--- src/rtl/debounce_multi_if.sv ---
// Signal bundle for the N-channel debouncer: raw inputs and the shared delay in,
// debounced levels and edge pulses out. IRQ signals exist only with DEBOUNCE_IRQ_EN.
interface debounce_multi_if #(
  parameter int N     = 4,
  parameter int CNT_W = 8
);
  logic [N-1:0]     in;
  logic [CNT_W-1:0] delay;
  logic [N-1:0]     out;
  logic [N-1:0]     rise;
  logic [N-1:0]     fall;
`ifdef DEBOUNCE_IRQ_EN
  logic [N-1:0]     irq_mask;
  logic [N-1:0]     irq_clr;
  logic [N-1:0]     irq_status;
  logic             irq;
`endif

  modport master (
    output in,
    output delay,
    input  out,
    input  rise,
    input  fall
`ifdef DEBOUNCE_IRQ_EN
    ,
    output irq_mask,
    output irq_clr,
    input  irq_status,
    input  irq
`endif
  );

  modport slave (
    input  in,
    input  delay,
    output out,
    output rise,
    output fall
`ifdef DEBOUNCE_IRQ_EN
    ,
    input  irq_mask,
    input  irq_clr,
    output irq_status,
    output irq
`endif
  );
endinterface

--- src/rtl/debounce_multi.sv ---
// N-channel debouncer: 2-flop synchroniser, per-channel stability counter with a
// shared runtime delay, registered level and rise/fall pulses. Optional DEBOUNCE_IRQ_EN.
module debounce_multi #(
  parameter int N       = 4,
  parameter int CNT_W   = 8,
  parameter bit RST_VAL = 1'b0
) (
  input logic            clock,
  input logic            reset_n,
  debounce_multi_if.slave bus
);

  logic [N-1:0]     s1_q, s2_q;
  logic [N-1:0]     out_q, out_d;
  logic [N-1:0]     rise_q, rise_d;
  logic [N-1:0]     fall_q, fall_d;
  logic [CNT_W-1:0] cnt_q [N];
  logic [CNT_W-1:0] cnt_d [N];

  // NOTE: every variable gets a default before the branches so no latch is inferred.
  always_comb begin
    out_d  = out_q;
    rise_d = '0;
    fall_d = '0;
    for (int i = 0; i < N; i++) begin
      cnt_d[i] = '0;
      if (s2_q[i] != out_q[i]) begin
        // The >= compare bounds the counter and lets a lowered delay commit at once.
        if (cnt_q[i] >= bus.delay) begin
          out_d[i]  = s2_q[i];
          rise_d[i] = s2_q[i];
          fall_d[i] = ~s2_q[i];
        end else begin
          cnt_d[i] = cnt_q[i] + CNT_W'(1);
        end
      end
    end
  end

  // NOTE: sequential state uses non-blocking assignments only, so every flop samples
  // pre-edge values regardless of statement order.
  always_ff @(posedge clock or negedge reset_n) begin
    if (!reset_n) begin
      s1_q   <= {N{RST_VAL}};
      s2_q   <= {N{RST_VAL}};
      out_q  <= {N{RST_VAL}};
      rise_q <= '0;
      fall_q <= '0;
      // NOTE: the counter array is only N small registers, so it is reset like any
      // other state; a large RAM would normally be left unreset.
      for (int i = 0; i < N; i++) cnt_q[i] <= '0;
    end else begin
      s1_q   <= bus.in;
      s2_q   <= s1_q;
      out_q  <= out_d;
      rise_q <= rise_d;
      fall_q <= fall_d;
      for (int i = 0; i < N; i++) cnt_q[i] <= cnt_d[i];
    end
  end

  assign bus.out  = out_q;
  assign bus.rise = rise_q;
  assign bus.fall = fall_q;

`ifdef DEBOUNCE_IRQ_EN
  logic [N-1:0] irq_status_q, irq_status_d;
  logic         irq_q, irq_d;

  // Sticky status: a pulse from the previous cycle wins over a write-1-clear.
  always_comb begin
    irq_status_d = (irq_status_q & ~bus.irq_clr) | rise_q | fall_q;
    irq_d        = |(irq_status_q & bus.irq_mask);
  end

  always_ff @(posedge clock or negedge reset_n) begin
    if (!reset_n) begin
      irq_status_q <= '0;
      irq_q        <= 1'b0;
    end else begin
      irq_status_q <= irq_status_d;
      irq_q        <= irq_d;
    end
  end

  assign bus.irq_status = irq_status_q;
  assign bus.irq        = irq_q;
`endif

endmodule

--- src/flat_wrapper.sv ---
// flat-port wrapper written by rule: the top's interface ports become plain ports
module debounce_multi_flat 
#(
  parameter int N       = 4,
  parameter int CNT_W   = 8,
  parameter bit RST_VAL = 1'b0
)
  (clock, reset_n, bus_in, bus_delay, bus_out, bus_rise, bus_fall);
  debounce_multi_if #(.N(N), .CNT_W(CNT_W)) bus_i ();
  input logic clock;
  input logic reset_n;
  input wire logic [$bits(bus_i.in)-1:0] bus_in;
  input wire logic [$bits(bus_i.delay)-1:0] bus_delay;
  output wire logic [$bits(bus_i.out)-1:0] bus_out;
  output wire logic [$bits(bus_i.rise)-1:0] bus_rise;
  output wire logic [$bits(bus_i.fall)-1:0] bus_fall;
  assign bus_i.in = bus_in;
  assign bus_i.delay = bus_delay;
  assign bus_out = bus_i.out;
  assign bus_rise = bus_i.rise;
  assign bus_fall = bus_i.fall;
  debounce_multi #(.N(N), .CNT_W(CNT_W), .RST_VAL(RST_VAL)) u_core (.clock(clock), .reset_n(reset_n), .bus(bus_i));
endmodule
--- config.mk ---
export PLATFORM = sky130hd
export DESIGN_NAME = debounce_multi_flat
export DESIGN_NICKNAME = d
export VERILOG_FILES = /design/src/rtl/debounce_multi_if.sv /design/src/rtl/debounce_multi.sv /design/src/flat_wrapper.sv
export SDC_FILE = /design/constraint.sdc
export NUM_CORES = 1
export LEC_CHECK = 0
export BUFFER_PORTS_ARGS = -buffer_cell sky130_fd_sc_hd__buf_2
export CAP_MARGIN = 5
export CORE_MARGIN = 3
export CORE_UTILIZATION = 45
export DETAILED_ROUTE_END_ITERATION = 6
export GPL_ROUTABILITY_DRIVEN = 1
export GPL_TIMING_DRIVEN = 0
export SLEW_MARGIN = 5
export SYNTH_ARGS = -nofsm -noshare
export SYNTH_HDL_FRONTEND = slang
export SYNTH_SLANG_ARGS = --single-unit
--- constraint.sdc ---
create_clock -name clock -period 2.43 [get_ports clock]
set_input_delay 0.3645 -clock clock [delete_from_list [all_inputs] [get_ports clock]]
set_output_delay 0.3645 -clock clock [all_outputs]
set_load 0.02 [all_outputs]
==> key figures <==
Status
  • Status: complete, no violations

Cells and area
  • Diode count: 0
  • Share of cells above drive strength 1: 0.123
  • Multi-input gate area: 0.00147 mm^2
  • Final core utilization: 0.523
  • FF+latch area: between 0.001 and 0.0015 mm^2
  • Design area: 0.00315 mm^2
  • Layout filler cell count: about 570
  • Area grow syn2layout: 11.1%
  • Post-layout net count: between 300 and 400

Clock tree
  • # Post-CTS Setup Buffers: 0
  • # clock sinks: 52
  • TritonCTS clock tree: built
  • CTS Buf Count: 5
  • CTS Buffer Depth: 2
  • Worst-path clk slew: approximately 0.1 ns
  • H-tree depth: 2
  • Clock Latency Late Sink: approximately 0.31 ns
  • Cts repair resizes: 0
  • CTS root buf: clkbuf_8
  • Post-CTS Hold Buffers: 0

Synthesis
  • Post-synth EDFFs: 0
  • Syn Std Cell Area: 0.00284 mm^2
  • Syn Area/Cell: about 11 um^2
  • Sequential area share after synthesis: 0.459
  • Area share of the largest cell type after synthesis: 0.459
  • Yosys warns: 0
  • Yosys top cell by area: dfrtp_1
  • Synthesis-stage register bit count: 52
  • Cells taking the most area after synthesis: dfrtp_1, ha_1, xor2_1
  • Yosys cell types: 26
  • Ys async rst share: 1.00
  • Main synth FF type: dfrtp_1
  • Syn nets: approximately 320
  • Cells after Synth: between 200 and 300

Placement
  • Placed Area: 0.00306 mm^2
  • Global placer's final weighted congestion: ~0.76
  • Port-buffer cells: 25
  • HPWL after DPL: approximately 3800 um

Drt
  • Top Layer Used: met4
  • Remaining antenna violation count: 0
  • Met2 WL: 2420 um
  • Drt drc: 0
  • Routed metal-1 wire length: 2610 um
  • Drt pass-1 iters: 4
  • Initial DRC Count: 82
  • Met3 wire length: between 100 and 150 um
  • Vias per cell: roughly 5.2
  • Routed wire length: 5190 um
  • DR WL/cell: 13.8 um
  • Vias: 1943

STA
  • Fmax: roughly 480 MHz
  • Period utilization: 0.861
  • Min Tclk post-route: 2.09 ns
  • Fin Clk Skew: 0.0104 ns
  • Hold Fails Final Rpt: 0
  • Worst Tran Pin Value: 1.13 ns
  • Count of final setup violators: 0
  • Slew Limit Headroom: 0.249
  • RSZ-0062 raised after global routing: false
  • Slew Limit Fails: 0
  • Total negative slack: 0 ns
  • Hold WS: approximately 0.15 ns

Global routing
  • GRT Total Usage: 0.162
  • Initial antenna violation count: 0
  • Largest net degree at the start of global routing: 53
  • Vias in the first global route: ~2100
  • Grt total ovfl: 0
  • Global-route wire length before repair: 9490 um

Power
  • Flop pwr share: 0.498
  • Pint: 1460 uW
  • Lkg Pwr: 0.00157 uW
  • Clk network pwr share: 0.238
  • Total Power: 2220 uW
  • Worst VDD drop: roughly 0.36 mV
  • Psw: 763 uW
  • Combinational share of power: 0.264
  • PD cells: between 700 and 800 mW/mm^2
  • Switching share of total power: 0.343

Floorplanning
  • Initial Utilization: 0.471
  • Vert. Die Dim: 85.4 um
  • IO Pins: 26
  • Core Footprint: 0.00603 mm^2
  • Num rows: 28
  • Die area: ~0.0073 mm^2
  • Die Wd: 85.4 um

Critical path
  • CP Launch Type: flip-flop
  • Worst path required time: 2.63 ns
  • FF-to-FF setup slack: around 0.34 ns
  • Crit Path Class: flip-flop to flip-flop
  • Critical-path maximum fanout: 6
  • Worst setup EP type: flip-flop
  • Crit path DAT: 2.29 ns

Hold path
  • Hold crit path type: input pin to flip-flop

Flow run
  • Max_cap viols: 0
==> synthesized netlist by cell type, types with 4 or more instances <==
cell type	n
dfrtp_1	52
ha_1	36
nor2_1	21
a21oi_1	16
nor3_1	16
xor2_1	16
nand3_1	15
inv_1	13
nand2_1	13
nand2b_1	12
xnor2_1	10
and3_1	7
nor3b_1	6
o211ai_1	6
clkbuf_1	4
o21a_1	4
o21ai_0	4
==> flip-flops by register name, summed over array words and instances (netlist names) <==
| name | cells |
|---|---|
| u_core.s1_q | 4 |
| u_core.bus.fall | 4 |
| u_core.bus.out | 4 |
| u_core.bus.rise | 4 |
| u_core.cnt_q | 32 |
| u_core.s2_q | 4 |
==> critical path, cell delays in order (launching register included) <==
cell      delay [ns]
dfrtp_1         0.46
inv_1           0.07
ha_1            0.26
nand2b_1        0.15
a2111o_1        0.46
a31oi_4         0.24
mux2_1          0.34
==> through the flow <==
stage | instances | setup slack, ns
6_report | 377 | 0.338
5_1_grt | 377 | 0.202
4_1_cts | 377 | 0.329
3_5_place_dp | 369 | 0.339
3_3_place_gp | 369 | 0.337
2_1_floorplan | 269 | 0.501
==> metal layers <==
layer,track usage,vias up
met5,0,-
met4,0.0504,0
met3,0.0301,4
met2,0.258,18
met1,0.224,913
li1,-,1008
==> path summary, 6_finish.rpt <==
check                            startpoint                end  depth (start not counted)
hold reg to reg              u_core.s1_q[1]     u_core.s2_q[1]                          0
max in group asynchronous           reset_n    u_core.cnt_q[8]                          1
setup / recovery           u_core.cnt_q[16]  u_core.bus.out[1]                          6
min in group asynchronous           reset_n   u_core.cnt_q[23]                          1
hold / removal                    bus_in[3]     u_core.s1_q[3]                          1
setup reg to reg           u_core.cnt_q[16]  u_core.bus.out[1]                          6
==> layout make-up <==
class,instances,area share
repair buffers,25,0.0397
clock buffers,6,0.0262
clock inverters,2,0.00437
multi-input cells,200,0.467
flip-flops and latches,52,0.413
inverters,13,0.0155
plain buffers,4,0.00476
well taps,75,0.0298
==> power groups by stage <==
stage                     registers [uW]  clock network (uW)  logic (uW)
after CTS                           1110                 549         599
final                               1110                 529         587
after detailed placement            1120                   0         594
after global routing                1130                 580         686
after floorplan                     1120                   0         407
after global placement              1120                   0         583
==> logic make-up after synthesis <==
| kind of cell | Yosys count | synth area share |
|---|---|---|
| simple gates | 94 | 0.166 |
| flops | 52 | 0.459 |
| compound gates | 42 | 0.106 |
| fa+ha+maj | 36 | 0.159 |
| xor+xnor | 26 | 0.0802 |
| buf+inv | 17 | 0.0225 |
| mux | 2 | 0.00794 |
==> cells in the final DEF (no fill, tap or decap), drive strengths merged <==
cell / instances
nor3b: 6
nor3: 16
a21oi: 16
o21ai: 6
clkbuf: 10
nand4: 2
nand2b: 12
mux2: 2
a31o: 2
nand2: 13
ha: 36
a31oi: 4
nor2b: 2
buf: 25
dfrtp: 52
a2111o: 2
and3: 7
clkinv: 1
nor2: 21
a21bo: 2
o211ai: 6
xnor2: 10
o21a: 4
nand3: 15
inv: 14
xor2: 16
Power figures use the tool's default switching activity.
